==> config.mk <==
export PLATFORM = sky130hd
export DESIGN_NAME = vx_fetch
export DESIGN_NICKNAME = d
export VERILOG_FILES = /design/src/rtl/vx_fetch_pkg.sv /design/src/rtl/vx_rr_arbiter.sv /design/src/rtl/vx_fetch.sv
export SDC_FILE = /design/constraint.sdc
export NUM_CORES = 1
export LEC_CHECK = 0
export BUFFER_PORTS_ARGS = -buffer_cell sky130_fd_sc_hd__buf_4
export CAP_MARGIN = 25
export CELL_PAD_IN_SITES_DETAIL_PLACEMENT = 1
export CELL_PAD_IN_SITES_GLOBAL_PLACEMENT = 1
export CORE_UTILIZATION = 29
export DETAILED_ROUTE_END_ITERATION = 16
export PLACE_DENSITY = 0.62
export SYNTH_ARGS = -nofsm -noshare
export SYNTH_HDL_FRONTEND = slang
export SYNTH_SLANG_ARGS = --single-unit
==> constraint.sdc <==
create_clock -name clk -period 6.8 [get_ports clk]
set_input_delay 1.36 -clock clk [delete_from_list [all_inputs] [get_ports clk]]
set_output_delay 1.36 -clock clk [all_outputs]
set_load 0.01 [all_outputs]
==> src/rtl/vx_fetch_pkg.sv <==
// vx_fetch_pkg: shared sizing and reset constants for the fetch / warp-scheduling stage.
//   NT       threads per warp (width of thread-valid masks)
//   NW       warps per core; a power of two, at least 2
//   WW       warp-number width, clog2(NW)
//   START_PC PC loaded into every warp at reset
//   PC_STEP  byte increment between consecutive instructions
package vx_fetch_pkg;

    localparam int          NT       = 4;
    localparam int          NW       = 8;
    localparam int          WW       = $clog2(NW);
    localparam logic [31:0] START_PC = 32'h8000_0000;
    localparam logic [31:0] PC_STEP  = 32'd4;

endpackage : vx_fetch_pkg

==> src/rtl/vx_rr_arbiter.sv <==
// vx_rr_arbiter: combinational round-robin picker.
// Scans in_last+1, in_last+2, ... wrapping modulo NW and grants the first set request bit.
//   in_req     NW request bits (one per warp)
//   in_last    index granted most recently; the scan starts just after it
//   out_grant  one-hot grant (all zero when no request)
//   out_idx    encoded grant index (0 when no request)
//   out_valid  at least one request was granted
import vx_fetch_pkg::*;

module vx_rr_arbiter #(
    parameter int NW = vx_fetch_pkg::NW,
    parameter int WW = $clog2(NW)
) (
    input  logic [NW-1:0] in_req,
    input  logic [WW-1:0] in_last,
    output logic [NW-1:0] out_grant,
    output logic [WW-1:0] out_idx,
    output logic          out_valid
);

    logic [WW-1:0] w_cand;

    // NOTE: every variable written in this block gets a default first, so no path leaves a latch.
    always_comb begin
        out_grant = '0;
        out_idx   = '0;
        out_valid = 1'b0;
        w_cand    = '0;
        // NW is a power of two, so the WW-bit add wraps naturally; i == NW lands back on in_last.
        for (int i = 1; i <= NW; i++) begin
            w_cand = in_last + WW'(i);
            if (!out_valid && in_req[w_cand]) begin
                out_valid         = 1'b1;
                out_idx           = w_cand;
                out_grant[w_cand] = 1'b1;
            end
        end
    end

endmodule : vx_rr_arbiter

==> src/rtl/vx_fetch.sv <==
// vx_fetch: instruction fetch and warp scheduler feeding the fetch-to-decode register.
// Keeps per-warp PC, thread mask, active and stalled state; picks one eligible warp per cycle
// round-robin and presents its PC to the icache and its instruction/PC/mask/number to decode.
//   clk, reset                 rising-edge clock, synchronous active-low reset
//   in_fwd_stall/in_freeze/in_clone_stall  downstream hold (any one freezes issue-side state)
//   in_decode_branch_stall, in_decode_warp_num  decode holds a control-flow op of that warp
//   in_branch_*                execute resolved a branch; clears stall, optionally redirects
//   in_tmc_*                   thread-mask update; an all-zero mask deactivates the warp
//   in_wspawn, in_wspawn_pc    activate every inactive warp other than warp 0
//   in_icache_instruction      combinational icache data for out_icache_pc
//   out_icache_pc, out_instruction, out_curr_PC, out_valid, out_warp_num  issue to decode
//   out_busy                   any warp active
import vx_fetch_pkg::*;

module vx_fetch #(
    parameter int          NT       = vx_fetch_pkg::NT,
    parameter int          NW       = vx_fetch_pkg::NW,
    parameter int          WW       = $clog2(NW),
    parameter logic [31:0] START_PC = vx_fetch_pkg::START_PC
) (
    input  logic          clk,
    input  logic          reset,
    input  logic          in_fwd_stall,
    input  logic          in_freeze,
    input  logic          in_clone_stall,
    input  logic          in_decode_branch_stall,
    input  logic [WW-1:0] in_decode_warp_num,
    input  logic          in_branch_valid,
    input  logic          in_branch_taken,
    input  logic [31:0]   in_branch_dest,
    input  logic [WW-1:0] in_branch_warp_num,
    input  logic          in_tmc_valid,
    input  logic [WW-1:0] in_tmc_warp_num,
    input  logic [NT-1:0] in_tmc_mask,
    input  logic          in_wspawn,
    input  logic [31:0]   in_wspawn_pc,
    input  logic [31:0]   in_icache_instruction,
    output logic [31:0]   out_icache_pc,
    output logic [31:0]   out_instruction,
    output logic [31:0]   out_curr_PC,
    output logic [NT-1:0] out_valid,
    output logic [WW-1:0] out_warp_num,
    output logic          out_busy
);

    logic [31:0]   r_pc      [NW];
    logic [NT-1:0] r_mask    [NW];
    logic [NW-1:0] r_active;
    logic [NW-1:0] r_stalled;
    logic [WW-1:0] r_last;

    logic [NW-1:0] w_eligible;
    logic [NW-1:0] w_grant;
    logic [WW-1:0] w_sel;
    logic          w_any;
    logic          w_hold;
    logic          w_issue;

    // The decode-branch exclusion is same-cycle so a warp is never reissued behind its own branch.
    always_comb begin
        w_eligible = '0;
        for (int w = 0; w < NW; w++) begin
            w_eligible[w] = r_active[w] & ~r_stalled[w]
                          & ~(in_decode_branch_stall && (in_decode_warp_num == WW'(w)));
        end
    end

    vx_rr_arbiter #(.NW(NW), .WW(WW)) u_arb (
        .in_req    (w_eligible),
        .in_last   (r_last),
        .out_grant (w_grant),
        .out_idx   (w_sel),
        .out_valid (w_any)
    );

    assign w_hold  = in_fwd_stall | in_freeze | in_clone_stall;
    assign w_issue = w_any & ~w_hold;

    // Outputs track the selection even while held; the decode register ignores them then.
    assign out_icache_pc   = w_any ? r_pc[w_sel] : 32'd0;
    assign out_curr_PC     = out_icache_pc;
    assign out_valid       = w_any ? r_mask[w_sel] : '0;
    assign out_warp_num    = w_any ? w_sel : '0;
    assign out_instruction = w_any ? in_icache_instruction : 32'd0;
    assign out_busy        = |r_active;

    // NOTE: non-blocking updates; within one warp the later assignment wins, so the statement
    // order below encodes priority: redirect > wspawn > increment for pc, decode-stall set >
    // branch clear for stalled, tmc > wspawn for mask/active.
    always_ff @(posedge clk) begin
        if (!reset) begin
            for (int w = 0; w < NW; w++) begin
                r_pc[w]   <= START_PC;
                r_mask[w] <= (w == 0) ? NT'(1) : '0;
            end
            r_active  <= NW'(1);
            r_stalled <= '0;
            r_last    <= WW'(NW - 1);
        end else begin
            if (w_issue) begin
                r_pc[w_sel] <= r_pc[w_sel] + PC_STEP;
                r_last      <= w_sel;
            end
            for (int w = 0; w < NW; w++) begin
                if (in_wspawn && (w != 0) && !r_active[w]) begin
                    r_active[w]  <= 1'b1;
                    r_mask[w]    <= NT'(1);
                    r_pc[w]      <= in_wspawn_pc;
                    r_stalled[w] <= 1'b0;
                end
                if (in_tmc_valid && (in_tmc_warp_num == WW'(w))) begin
                    r_mask[w]   <= in_tmc_mask;
                    r_active[w] <= |in_tmc_mask;
                end
                if (in_branch_valid && (in_branch_warp_num == WW'(w))) begin
                    r_stalled[w] <= 1'b0;
                    if (in_branch_taken) begin
                        r_pc[w] <= in_branch_dest;
                    end
                end
                if (in_decode_branch_stall && (in_decode_warp_num == WW'(w))) begin
                    r_stalled[w] <= 1'b1;
                end
            end
        end
    end

endmodule : vx_fetch

After elaboration in Yosys (flattened, before gate mapping)
Memory sizes are Yosys's and may differ from the RTL's.
Index checks and enable logic that the tools add are counted.
- flip-flop bits (word level): 19
- RAM bits: 288
- input bits: 119
- output and inout bits: 104
- logic and storage cells: 403
- memories: 2
- memories (name ; depth ; width ; rd ports ; clocked after Yosys merged registers in ; wr ports ; line ; RTL):
    r_pc ; 8 ; 32 ; 1 ; 0 ; 9 ; vx_fetch.sv:46 ; logic [31:0] r_pc [NW];
    r_mask ; 8 ; 4 ; 1 ; 0 ; 8 ; vx_fetch.sv:47 ; logic [NT-1:0] r_mask [NW];
- add/sub/neg operators: 8
- order comparisons: 8
- equal/unequal tests: 29
- mux-type cells: 177
- bitwise logic cells: 90
- reduce and logical (&&, ||, !) cells: 72
- operator list (kind ; count):
    $mux W32 ; 17
    $mux W1 ; 127
    $mux W4 ; 16
    $eq A3 B3 Y1 const B ; 20
    $logic_and A1 B1 Y1 ; 38
    $and A1 B1 Y1 ; 33
    $add A32 B3 Y32 const B ; 1
    $lt A3 B4 Y1 const B ; 8
    $or A1 B1 Y1 ; 32
    $mux W3 ; 9
    $not A1 Y1 ; 25
    $bmux W1 S3 ; 8
    $reduce_bool A3 Y1 ; 7
    $eq A3 B2 Y1 const B ; 6
    $reduce_bool A2 Y1 ; 8
    $logic_not A1 Y1 ; 14
    $add A3 B3 Y3 const B ; 4
    $eq A3 B1 Y1 const B ; 3
    $logic_not A3 Y1 ; 3
    $reduce_or A8 Y1 ; 1
    $add A3 B2 Y3 const B ; 2
    $reduce_or A4 Y1 ; 1
    $add A3 B1 Y3 const B ; 1

Depth between registers and ports, before layout
- depth in word-level cells: 40
- mapped depth: 27
- mapped depth without buffers: 20

Hierarchy
A second synthesis with hierarchy kept.
- cells, all modules: 1979
- area, all modules: 19541.2 µm²
- modules (own cells, without submodules) (module ; times used ; cells an instance ; area an instance (µm²) ; sequential area each (µm²)):
    vx_fetch ; 1 ; 1856 ; 18355.1 ; 9028.7
    vx_rr_arbiter ; 1 ; 123 ; 1186.1 ; 0.0

Worst setup path after synthesis
Ideal clock, no wire load.
- path kind: input-to-output
- start: input in_decode_warp_num[1]
- end: output out_icache_pc[1]
- arrival time: 5.789 ns
- required time: 5.440 ns
- path slack: -0.349 ns
- stages on the path: 20
- buffers on the path: 8
- path through: buf_2 or4b_4 and2_4 mux4_2 o22a_1 nor4_4 nor3b_4 o22ai_2 clkinv_2 buf_8 buf_8 buf_6 buf_4 clkbuf_1 buf_1 nand2_1 nand3_1 a31oi_1 nor2_1 buf_4
- longest elaborated chain between the ends: 30
- elaborated cells between the ends (all ways): 80
- those cells by class: eq/ne (7); mux (33); bitwise (16); reduce/logical (23); memory (1)
- ends and longest elaborated chain (what ; line ; RTL):
    from (decl) ; vx_fetch.sv:27 ; input logic [WW-1:0] in_decode_warp_num,
    $eq A3 B1 Y1 (tied with other cells) ; vx_fetch.sv:64 ; & ~(in_decode_branch_stall && (in_decode_warp_num == WW'(w)));
    $logic_and A1 B1 Y1 ; vx_fetch.sv:64 ;
    $not A1 Y1 ; vx_fetch.sv:64 ;
    $and A1 B1 Y1 ; vx_fetch.sv:64 ;
    $bmux W1 S3 ; vx_rr_arbiter.sv:32 ; if (!out_valid && in_req[w_cand]) begin
    $mux W1 (not written as such) ; vx_rr_arbiter.sv:32 ;
    $mux W1 ; vx_rr_arbiter.sv:32 ;
    $logic_not A1 Y1 ; vx_rr_arbiter.sv:32 ;
    (+14 left out) ; n/a ;
    $logic_not A1 Y1 ; vx_rr_arbiter.sv:32 ;
    $logic_and A1 B1 Y1 ; vx_rr_arbiter.sv:32 ;
    $mux W1 ; vx_rr_arbiter.sv:32 ;
    $logic_not A1 Y1 ; vx_rr_arbiter.sv:32 ;
    $logic_and A1 B1 Y1 ; vx_rr_arbiter.sv:32 ;
    $mux W3 ; vx_rr_arbiter.sv:32 ;
    $mem_v2 Z8 W32 ; n/a ;
    $mux W32 * ; vx_fetch.sv:80 ; assign out_icache_pc = w_any ? r_pc[w_sel] : 32'd0;
    to (decl) ; vx_fetch.sv:38 ; output logic [31:0] out_icache_pc,
Mark *: on every way between the ends. The rest lies on a longest branch, timed or not. The select of a mux whose other input is x is not followed.

Final worst setup path
- start: input in_decode_warp_num[0]
- end: output out_icache_pc[12]
Same word-level chain as after synthesis.

==> results_dict.tcl <==
set metrics [dict create \
    synth_edf_count 288 \
    cp_cell_sequence "buf_4 > or4b_4 > and2_4 > mux4_2 > o22a_2 > nor4_4 > and4b_2 > o22ai_4 > buf_12 > buf_4 > a2111oi_2 > nor4_1 > buf_4 > and2_1 > buf_4" \
    ctsHoldBuffers 0 \
    cp_slowest_cell "or4b_4" \
    cts_tree "done" \
    synth_flop_cell "edfxtp_1" \
    endpoint_kind "primary output" \
    place_hpwl_um 59080 \
    critPathMaxStageDelay_ns 0.52 \
    critPathTopFamily "simple AND/OR/NAND/NOR gates" \
    min_path_type "reg -> reg" \
    grt_pass1_wl_um 137500 \
    ys_ff_latch 307 \
    rsz0062_at_grt "yes" \
    first_pass_iters 5 \
    viasPerCell 5.993 \
    clkLatencyLatePin_ns 0.59 \
    timing.fmax_mhz 150.1 \
    critPathKind "in -> out" \
    cts_root_buffer "clkbuf_16" \
    cp_max_fo 17 \
    cp-start-kind "primary input" \
    crit_arrival_ns 5.30 \
    ant_nets 0 \
    synthAdderAreaFrac 0.001865 \
    synth.avg_cell_area_um2 9.119 \
    initial_core_util 0.2934 \
    yosys.area_share.simple 0.1955 \
    report.final.setup_viol 0 \
    first_iter_violations 2269 \
    syn_area_um2 20130 \
    stdcell_count 3398 \
    rows 96 \
    fin_crit_sh 0.9799 \
    synth_cells 2207 \
    worst-slew-pin-transition_ns 1.023 \
    p_leak_uw 0.009390 \
    final_nets 2560 \
    relSlewSlack 0.3182 \
    antenna_found_initial 3 \
    drt-wirelength-per-cell_um 27.93 \
    io_buffers 222 \
    grt-ovfl-total 0 \
    synthXorXnorAreaFrac 0.01616 \
    synth_top_area_frac 0.4297 \
    areaGrowthSynthToFinish_pct 25.67 \
    clk_pin_slew_worst_paths_ns 0.06 \
    yosys-top-cells-area "edfxtp_1, nand2_1, nor2_1, a21oi_1, o22ai_1" \
    grt_max_degree 66 \
    min_period_ns 6.663 \
    place_inst 3314 \
    crit_required_ns 5.44 \
    synth_top_area_cell "edfxtp_1" \
    pwr_density_cell_nw_per_um2 325.4 \
    drc 0 \
    synth_fp_nets 2329 \
    wl_um 94900 \
    core-area_um2 68590 \
    drive_gt1_frac 0.2583 \
    ir_drop_v 0.0001871 \
    numCtsBuffers 39 \
    synth_compound_area_frac 0.2246 \
    finalInstanceArea_um2 25290 \
    vias 20364 \
    num_io_pins 223 \
    synthMuxAreaShare 0.04371 \
    setup-tns-final_ns 0 \
    worst_path_most_repeated_cell "buf_4" \
    status "finished clean" \
    design.die.area_um2 70460 \
    die_w_um 265.4 \
    cts.sinks 307 \
    crit_buf_inv 5 \
    groute.usage.overall 0.2615 \
    yosys_warnings 0 \
    htreeDepth 2 \
    synth_top_family_by_area "compound AO/OA/AOI/OAI gates" \
    place_area_um2 23790 \
    grt_pass1_vias 20854 \
    fp.dieH_um 265.4 \
    hold_viol 0 \
    synth.distinct_cells 91 \
    drv_cap 0 \
    clk_path_buf_depth 3 \
    gp_congestion 0.8814 \
    ys_seq_area_frac 0.4486 \
    synthArstFlopShare 0 \
    report.final.slew_viol_count 0 \
    skew_ns 0.03113 \
]
sequential cells by signal (all words and copies together) (netlist names):
signal	count
r_active	8
r_last	3
r_mask	32
r_pc	256
r_stalled	8
what timing repair did:
action,in CTS,in global routing
pin swaps,1,7
gates resized for setup,8,48
buffers inserted,2,9
hold endpoints to repair,0,0
endpoints found under the setup margin,13,59
gates cloned,0,2
metrics by stage:
stage / utilization / total power, uW / setup WS (ns) / hold slack [ns]
finish: 0.3688 / 8231 / 0.1365 / 0.4921
global route: 0.3688 / 8534 / -0.01342 / 0.5356
global placement: 0.3469 / 5972 / -0.04588 / 0.4738
floorplan: - / 4315 / -0.01820 / 0.4550
detailed placement: 0.3469 / 6050 / -0.1552 / 0.4895
CTS: 0.3648 / 8073 / 0.006488 / 0.4974
cell families after synthesis:
logic type	Yosys count
flops	307
xor+xnor	32
simple gates	831
fa+ha+maj	3
mux	71
buf+inv	298
compound gates	665
worst min-delay path: stages (launching register included):
cell and delay (ns):
dfxtp_1 0.31, o31ai_1 0.05, a21boi_0 0.08
layout make-up:
class | instances | area (um2)
Fill cell | 7856 | 43290
Multi-Input combinational cell | 1602 | 10070
Sequential cell | 307 | 9029
Timing Repair Buffer | 448 | 3674
Tap cell | 931 | 1165
Clock buffer | 53 | 1049
Inverter | 40 | 163.9
Clock inverter | 16 | 136.4
Antenna cell | 1 | 2.502
layout by cell type, fill, tap and decap left out, types with 9 or more instances in the layout:
cell type and count:
nand2_1 297, nand2b_1 17, clkbuf_16 41, mux4_2 13
and3_1 29, o22ai_1 130, buf_4 419, nor2_4 13
xor2_1 13, a32o_1 11, o221a_2 20, o221ai_1 60
buf_12 19, o2111ai_1 25, mux2i_1 52, edfxtp_1 288
nor2_1 258, inv_1 36, clkinv_1 11, and2_1 40
nor3_1 10, nor4_1 9, nand3b_1 10, dfxtp_1 19
nand3_1 43, a21oi_1 202, clkbuf_1 12, a2111oi_2 11
a211oi_1 65, o21ai_0 39, nand4_1 20, xnor2_1 12
o21ai_1 11
per-layer routing:
metal | track usage | vias to the layer above | share of wire
li1 | - | 8744 | -
met1 | 0.3448 | 10295 | 0.41
met2 | 0.4260 | 1085 | 0.47
met3 | 0.03981 | 238 | 0.080
met4 | 0.1090 | 2 | 0.038
met5 | 0 | - | 0.00014
power by group:
part	switching, uW	internal (uW)
Sequential	56.9	2250
Clock	867	1160
Combinational	2310	1590
Total	3240	4990
synth_stat cells, types with 23 or more instances:
| master | count |
|---|---|
| a211oi_1 | 65 |
| a21oi_1 | 202 |
| and2_1 | 41 |
| and3_1 | 30 |
| buf_2 | 23 |
| buf_4 | 35 |
| clkbuf_1 | 150 |
| clkbuf_2 | 25 |
| edfxtp_1 | 288 |
| inv_1 | 36 |
| mux2i_1 | 53 |
| nand2_1 | 300 |
| nand3_1 | 49 |
| nor2_1 | 272 |
| o2111ai_1 | 26 |
| o21ai_0 | 39 |
| o221ai_1 | 61 |
| o22ai_1 | 130 |
final timing paths:
check	startpoint	endpoint	slack [ns]	cells past startpoint
worst max register to register	r_last[1]	r_pc[5][31]	0.50	26
worst min register to register	r_stalled[0]	r_stalled[0]	0.49	2
worst min-delay path	r_stalled[0]	r_stalled[0]	0.49	2
worst max-delay path	in_decode_warp_num[0]	out_icache_pc[12]	0.14	15
Note: power is estimated with default switching activity, not from simulation.
